[src/rtl/bp_cce_pkg.sv]
// Shared types and constants for the CCE microcode programming controller.
package bp_cce_pkg;

  typedef enum logic [1:0] {
    e_ucode_idle   = 2'd0,
    e_ucode_load   = 2'd1,
    e_ucode_verify = 2'd2,
    e_ucode_done   = 2'd3
  } bp_cce_ucode_ctrl_state_e;

  localparam logic [63:0] cce_checksum_seed_gp = '0;

endpackage

[src/rtl/bp_cce_ucode_ctrl_arb.sv]
// Microcode RAM port mux: config-bus accesses while idle, sequencer requests otherwise,
// plus the config read-return flop (independent of the sequencer state).
module bp_cce_ucode_ctrl_arb
  import bp_cce_pkg::*;
#(
  parameter int cce_pc_width_p    = 8,
  parameter int cce_instr_width_p = 48
)
(
  input  logic                         clk_i,
  input  logic                         reset_i,
  input  bp_cce_ucode_ctrl_state_e     state,
  input  logic                         mode_normal_i,
  input  logic                         load_start_i,
  input  logic                         cfg_v_i,
  input  logic                         cfg_w_i,
  input  logic [cce_pc_width_p-1:0]    cfg_addr_i,
  input  logic [cce_instr_width_p-1:0] cfg_data_i,
  output logic                         cfg_ready_o,
  output logic [cce_instr_width_p-1:0] cfg_data_o,
  output logic                         cfg_data_v_o,
  input  logic                         fsm_v,
  input  logic                         fsm_w,
  input  logic [cce_pc_width_p-1:0]    fsm_addr,
  input  logic [cce_instr_width_p-1:0] fsm_data,
  input  logic [cce_instr_width_p-1:0] ucode_data_i,
  output logic                         ucode_v_o,
  output logic                         ucode_w_o,
  output logic [cce_pc_width_p-1:0]    ucode_addr_o,
  output logic [cce_instr_width_p-1:0] ucode_data_o
);

  logic cfg_accept;
  logic rd_v_r;

  // A bulk-load start wins over a config access presented in the same cycle.
  assign cfg_accept = ~reset_i & (state == e_ucode_idle) & cfg_v_i
                    & ~load_start_i & ~mode_normal_i;
  assign cfg_ready_o = cfg_accept;

  always_comb begin
    ucode_v_o    = 1'b0;
    ucode_w_o    = 1'b0;
    ucode_addr_o = '0;
    ucode_data_o = '0;
    if (cfg_accept) begin
      ucode_v_o    = 1'b1;
      ucode_w_o    = cfg_w_i;
      ucode_addr_o = cfg_addr_i;
      ucode_data_o = cfg_data_i;
    end else if (fsm_v & ~mode_normal_i) begin
      ucode_v_o    = 1'b1;
      ucode_w_o    = fsm_w;
      ucode_addr_o = fsm_addr;
      ucode_data_o = fsm_data;
    end
  end

  always_ff @(posedge clk_i or posedge reset_i) begin
    if (reset_i) begin
      rd_v_r <= 1'b0;
    end else begin
      rd_v_r <= cfg_accept & ~cfg_w_i;
    end
  end

  assign cfg_data_v_o = rd_v_r;
  assign cfg_data_o   = rd_v_r ? ucode_data_i : '0;

endmodule

[src/rtl/bp_cce_ucode_ctrl.sv]
// CCE microcode programming sequencer: config access, bulk stream load, read-back checksum.
//   state  | meaning
//   IDLE   | config accesses allowed, waiting for a load start
//   LOAD   | accepting stream words, writing addr 0..count-1
//   VERIFY | issuing read-backs 0..count-1, folding returns into the checksum
//   DONE   | last read-back folds in, done pulse, back to IDLE
module bp_cce_ucode_ctrl
  import bp_cce_pkg::*;
#(
  parameter int cce_pc_width_p          = 8,
  parameter int cce_instr_width_p       = 48,
  parameter int num_cce_instr_ram_els_p = 256
)
(
  input  logic                         clk_i,
  input  logic                         reset_i,
  input  logic                         mode_normal_i,
  input  logic                         cfg_v_i,
  input  logic                         cfg_w_i,
  input  logic [cce_pc_width_p-1:0]    cfg_addr_i,
  input  logic [cce_instr_width_p-1:0] cfg_data_i,
  output logic                         cfg_ready_o,
  output logic [cce_instr_width_p-1:0] cfg_data_o,
  output logic                         cfg_data_v_o,
  input  logic                         load_start_i,
  input  logic [cce_pc_width_p:0]      load_count_i,
  input  logic                         ld_v_i,
  input  logic [cce_instr_width_p-1:0] ld_data_i,
  output logic                         ld_ready_o,
  output logic                         busy_o,
  output logic                         done_o,
  output logic [cce_instr_width_p-1:0] checksum_o,
  output logic                         err_o,
  output logic                         ucode_v_o,
  output logic                         ucode_w_o,
  output logic [cce_pc_width_p-1:0]    ucode_addr_o,
  output logic [cce_instr_width_p-1:0] ucode_data_o,
  input  logic [cce_instr_width_p-1:0] ucode_data_i
);

  localparam int cnt_width_lp = cce_pc_width_p + 1;
  localparam logic [cnt_width_lp-1:0] els_lp = cnt_width_lp'(num_cce_instr_ram_els_p);
  localparam logic [cnt_width_lp-1:0] one_lp = cnt_width_lp'(1);

  bp_cce_ucode_ctrl_state_e state_r;
  logic [cnt_width_lp-1:0]      count_r, wr_ptr_r, rd_ptr_r;
  logic [cce_instr_width_p-1:0] checksum_r;
  logic                         rd_pending_r, err_r;

  logic                         start_ok, start_bad, ld_fire, abort;
  logic                         fsm_v, fsm_w;
  logic [cce_pc_width_p-1:0]    fsm_addr;
  logic [cce_instr_width_p-1:0] fsm_data;

  assign start_ok  = load_start_i & ~mode_normal_i & (load_count_i <= els_lp);
  assign start_bad = load_start_i & ~start_ok;
  assign ld_fire   = (state_r == e_ucode_load) & ld_v_i & ~mode_normal_i;
  assign abort     = mode_normal_i & ((state_r == e_ucode_load) | (state_r == e_ucode_verify));

  always_ff @(posedge clk_i or posedge reset_i) begin
    if (reset_i) begin
      state_r      <= e_ucode_idle;
      count_r      <= '0;
      wr_ptr_r     <= '0;
      rd_ptr_r     <= '0;
      checksum_r   <= '0;
      rd_pending_r <= 1'b0;
      err_r        <= 1'b0;
    end else begin
      err_r <= 1'b0;
      unique case (state_r)
        e_ucode_idle: begin
          if (start_ok) begin
            count_r      <= load_count_i;
            wr_ptr_r     <= '0;
            rd_ptr_r     <= '0;
            checksum_r   <= cce_instr_width_p'(cce_checksum_seed_gp);
            rd_pending_r <= 1'b0;
            state_r      <= (load_count_i == '0) ? e_ucode_done : e_ucode_load;
          end else if (start_bad) begin
            err_r <= 1'b1;
          end
        end
        e_ucode_load: begin
          if (abort) begin
            state_r <= e_ucode_idle;
            err_r   <= 1'b1;
          end else if (ld_v_i) begin
            wr_ptr_r <= wr_ptr_r + one_lp;
            if (wr_ptr_r == count_r - one_lp) state_r <= e_ucode_verify;
          end
        end
        e_ucode_verify: begin
          if (abort) begin
            state_r      <= e_ucode_idle;
            err_r        <= 1'b1;
            rd_pending_r <= 1'b0;
          end else begin
            rd_pending_r <= 1'b1;
            rd_ptr_r     <= rd_ptr_r + one_lp;
            if (rd_pending_r) checksum_r <= checksum_r ^ ucode_data_i;
            if (rd_ptr_r == count_r - one_lp) state_r <= e_ucode_done;
          end
        end
        e_ucode_done: begin
          state_r      <= e_ucode_idle;
          rd_pending_r <= 1'b0;
          if (rd_pending_r) checksum_r <= checksum_r ^ ucode_data_i;
        end
        default: state_r <= e_ucode_idle;
      endcase
    end
  end

  always_comb begin
    fsm_v    = 1'b0;
    fsm_w    = 1'b0;
    fsm_addr = '0;
    fsm_data = '0;
    if (ld_fire) begin
      fsm_v    = 1'b1;
      fsm_w    = 1'b1;
      fsm_addr = wr_ptr_r[cce_pc_width_p-1:0];
      fsm_data = ld_data_i;
    end else if (state_r == e_ucode_verify) begin
      fsm_v    = 1'b1;
      fsm_addr = rd_ptr_r[cce_pc_width_p-1:0];
    end
  end

  bp_cce_ucode_ctrl_arb #(
    .cce_pc_width_p   (cce_pc_width_p),
    .cce_instr_width_p(cce_instr_width_p)
  ) arb (
    .clk_i        (clk_i),
    .reset_i      (reset_i),
    .state        (state_r),
    .mode_normal_i(mode_normal_i),
    .load_start_i (load_start_i),
    .cfg_v_i      (cfg_v_i),
    .cfg_w_i      (cfg_w_i),
    .cfg_addr_i   (cfg_addr_i),
    .cfg_data_i   (cfg_data_i),
    .cfg_ready_o  (cfg_ready_o),
    .cfg_data_o   (cfg_data_o),
    .cfg_data_v_o (cfg_data_v_o),
    .fsm_v        (fsm_v),
    .fsm_w        (fsm_w),
    .fsm_addr     (fsm_addr),
    .fsm_data     (fsm_data),
    .ucode_data_i (ucode_data_i),
    .ucode_v_o    (ucode_v_o),
    .ucode_w_o    (ucode_w_o),
    .ucode_addr_o (ucode_addr_o),
    .ucode_data_o (ucode_data_o)
  );

  // The last read-back returns in DONE, so the reported checksum folds it in combinationally.
  assign checksum_o = ((state_r == e_ucode_done) && rd_pending_r) ? (checksum_r ^ ucode_data_i)
                                                                  : checksum_r;
  assign ld_ready_o = (state_r == e_ucode_load) & ~mode_normal_i;
  assign busy_o     = (state_r != e_ucode_idle);
  assign done_o     = (state_r == e_ucode_done);
  assign err_o      = err_r;

endmodule

[config.mk]
export PLATFORM = sky130hd
export DESIGN_NAME = bp_cce_ucode_ctrl
export DESIGN_NICKNAME = d
export VERILOG_FILES = /design/src/rtl/bp_cce_pkg.sv /design/src/rtl/bp_cce_ucode_ctrl_arb.sv /design/src/rtl/bp_cce_ucode_ctrl.sv
export SDC_FILE = /design/constraint.sdc
export NUM_CORES = 1
export LEC_CHECK = 0
export ABC_AREA = 1
export BUFFER_PORTS_ARGS = -buffer_cell sky130_fd_sc_hd__buf_2
export CORE_AREA = 2 2 127 129
export CTS_BUF_LIST = sky130_fd_sc_hd__clkbuf_8 sky130_fd_sc_hd__clkbuf_16
export DETAILED_ROUTE_END_ITERATION = 8
export DIE_AREA = 0 0 129 131
export GPL_ROUTABILITY_DRIVEN = 0
export PLACE_DENSITY = 0.74
export SLEW_MARGIN = 10
export SYNTH_ARGS = -nofsm -noshare
export SYNTH_HDL_FRONTEND = slang
export SYNTH_SLANG_ARGS = --single-unit
[constraint.sdc]
create_clock -name clk_i -period 7.71 [get_ports clk_i]
set_input_delay 1.542 -clock clk_i [delete_from_list [all_inputs] [get_ports clk_i]]
set_output_delay 1.542 -clock clk_i [all_outputs]
set_load 0.03 [all_outputs]
==> metrics.yaml <==
outcome:
  status: "finished clean"
timing:
  period_share_pct: 65.2
  tightestPinTransition_ns: 1.07
  min_period_ns: 5.03
  max_slew_margin_pct: 28.3
  hold_viol: 0
  setup_violations: 0
  tns_ns: 0
  fin_skew_ns: 0.00639
  rsz0062_at_grt: "no"
  report.final.slew_viol_count: 0
  fmax_mhz: 199
  hold_ws_ns: 0.537
drt:
  drt_pre_antenna_iters: 5
  wl_mm: 22.0
  drc: 0
  drtIter0Drc: 549
  wl_per_cell_um: 14.1
  via_per_inst: 4.78
  dr_total_vias: 7424
  ant_nets: 0
clock_network:
  clock_path_buffers: 2
  cts_buffers: 9
  clk_latency_ns: 0.34
  holdBufCountCts: 0
  clock-sinks: 80
  htree_num_levels: 3
  clk_pin_slew_ns: 0.06
  cts_tree: "yes"
  clockRootBuffer: "clkbuf_16"
  postCtsSetupBuffers: 0
  post_cts_resized: 0
logic_synthesis:
  mappedNetlistArea_um2: 6430
  syn_avg_cell_area_um2: 6.20
  ys_ff_latch: 80
  ys_types: 35
  ys_seq_area_share_pct: 31.1
  yosysWarnings: 0
  syn_nets: 1212
  syn_inst: 1037
floorplan:
  die_x_um: 129
  io_pins: 328
  initial_core_util_pct: 41.2
  placementRows: 46
  coreArea_um2: 15600
  die_h_um: 131
  dieArea_um2: 16900
critical_path:
  max_stage_delay_ns: 0.41
  path_cells: "buf_2 -> clkinv_2 -> nand2_1 -> nor4_4 -> buf_4 -> inv_1 -> nand2_1 -> o21ai_0 -> buf_2"
  crit_path_end_kind: "output port"
  crit_fanout: 48
  worstSetupPathType: "in2out"
  timing.critical_path.buf_inv: 5
  cp_top_family: "buffers and inverters"
  required_ns: 6.17
  cpMaxStageDelayCell: "clkinv_2"
  critPathArrivalTime_ns: 3.49
  startpoint_type: "input port"
min_path:
  hp-class: "reg2reg"
global_routing:
  grt_pass1_vias: 6297
  track_usage_pct: 25.3
  grt_pass1_wl_mm: 33.1
  grt-ovfl-total: 0
  antenna_found_initial: 2
  grt_start_max_net_pins: 97
layout:
  final_common_cell: "nand2_1"
  fill_cells: 1644
  areaGrowthSynthToFinish_pct: 32.2
  finalNonFillerCells: 1553
  post-route-util_pct: 54.5
  drive_gt1_share_pct: 27.6
  nets: 1506
  layout_common_cells: "330 x nand2_1, 327 x buf_2, 168 x o21ai_0"
flow_run:
  maxCapViolCount: 0
power:
  power.density_nw_per_um2: 294
  ir_worst_vdd_mv: 0.187
  p_total_mw: 2.50
  p_leak_nw: 4.66
place:
  dpl.cell_count: 1536
  hpwl_mm: 17.0
  io_buffers: 327
## where the power goes
group / switching [mW] / internal (mW)
Sequential: 0.111 / 0.535
Combinational: 0.969 / 0.418
Clock: 0.174 / 0.291
## per-layer routing
layer / vias up / track usage (%) / wire length [um]
met5: - / 0 / 0
met4: 0 / 9.85 / 542
met3: 34 / 3.75 / 1380
met2: 249 / 42.5 / 10600
met1: 3326 / 33.0 / 9430
li1: 3815 / - / -
## area by class of cell
| type | count | area [um^2] | area share, % |
|---|---|---|---|
| Multi-Input combinational cell | 758 | 3650 | 43.0 |
| Sequential cell | 80 | 2000 | 23.6 |
| Clock buffer | 10 | 239 | 2.81 |
| Timing Repair Buffer | 335 | 1700 | 20.0 |
| Clock inverter | 5 | 81.3 | 0.957 |
| Tap cell | 216 | 270 | 3.18 |
| Inverter | 147 | 553 | 6.51 |
| Antenna cell | 2 | 5.00 | 0.0589 |
## cells by family (layout without fill, tap and decap cells)
family | count (synthesis) | count (layout) | synth area share, %
xor+xnor | 60 | 60 | 8.18
compound gates | 208 | 208 | 16.6
simple gates | 483 | 483 | 30.5
fa+ha+maj | 7 | 7 | 1.36
other cells | 0 | 2 | 0
flops | 80 | 80 | 31.1
buf+inv | 199 | 497 | 12.2
## Yosys cell counts
| library cell | n | area, um^2 |
|---|---|---|
| nand2_1 | 331 | 1240 |
| o21ai_0 | 168 | 841 |
| inv_1 | 142 | 533 |
| nor2_1 | 90 | 338 |
| dfrtp_1 | 80 | 2000 |
| xnor2_1 | 47 | 412 |
| clkbuf_1 | 36 | 135 |
| nand3_1 | 36 | 180 |
| o21ai_1 | 16 | 80.1 |
| a21oi_1 | 13 | 65.1 |
| xor2_1 | 13 | 114 |
| buf_2 | 9 | 45.0 |
| nor3_1 | 8 | 40.0 |
| ha_1 | 7 | 87.6 |
| nand4_1 | 7 | 43.8 |
| buf_4 | 5 | 37.5 |
| o31ai_1 | 5 | 37.5 |
| inv_2 | 4 | 15.0 |
| nor2_4 | 3 | 33.8 |
| nand2_2 | 2 | 12.5 |
| a31oi_1 | 1 | 6.26 |
| a32o_1 | 1 | 10.0 |
| buf_1 | 1 | 3.75 |
| buf_6 | 1 | 11.3 |
| clkinv_1 | 1 | 3.75 |
| nand3_2 | 1 | 10.0 |
| nand3b_1 | 1 | 7.51 |
| nor2_2 | 1 | 6.26 |
| nor3_4 | 1 | 16.3 |
| nor4_4 | 1 | 21.3 |
| o211ai_1 | 1 | 7.51 |
| o21a_1 | 1 | 7.51 |
| o21ai_2 | 1 | 8.76 |
| o22ai_1 | 1 | 6.26 |
| or2_2 | 1 | 6.26 |
## sequential cells by signal, indices dropped and copies added, names as in the netlist
name,count
err_o,1
count_r,9
checksum_r,48
state_r,2
rd_pending_r,1
arb.cfg_data_v_o,1
wr_ptr_r,9
rd_ptr_r,9
## path summary, 6_finish.rpt
path                                  from         endpoint  slack (ns)  depth (start not counted)
worst max-delay path               reset_i  ucode_addr_o[5]        2.68                          9
worst min-delay path            state_r[1]       state_r[1]        0.54                          2
worst max register to register  state_r[0]   checksum_r[40]        5.01                          8
worst min register to register  state_r[1]       state_r[1]        0.54                          2
max in group asynchronous          reset_i   checksum_r[19]        5.41                          3
min in group asynchronous          reset_i       count_r[2]        1.25                          2
## tightest hold or removal path, cell delays in order, from the launching register on
cell and delay, ns:
dfrtp_1 0.39, nand2_1 0.07, nand2_1 0.05
## metrics by stage
stage,setup WS (ns),cell area (um^2)
5_1_grt,2.40,8500
3_5_place_dp,2.69,8170
2_1_floorplan,1.45,6430
3_3_place_gp,2.74,8170
6_report,2.68,8500
4_1_cts,2.68,8490
(Power assumes the default switching activity.)
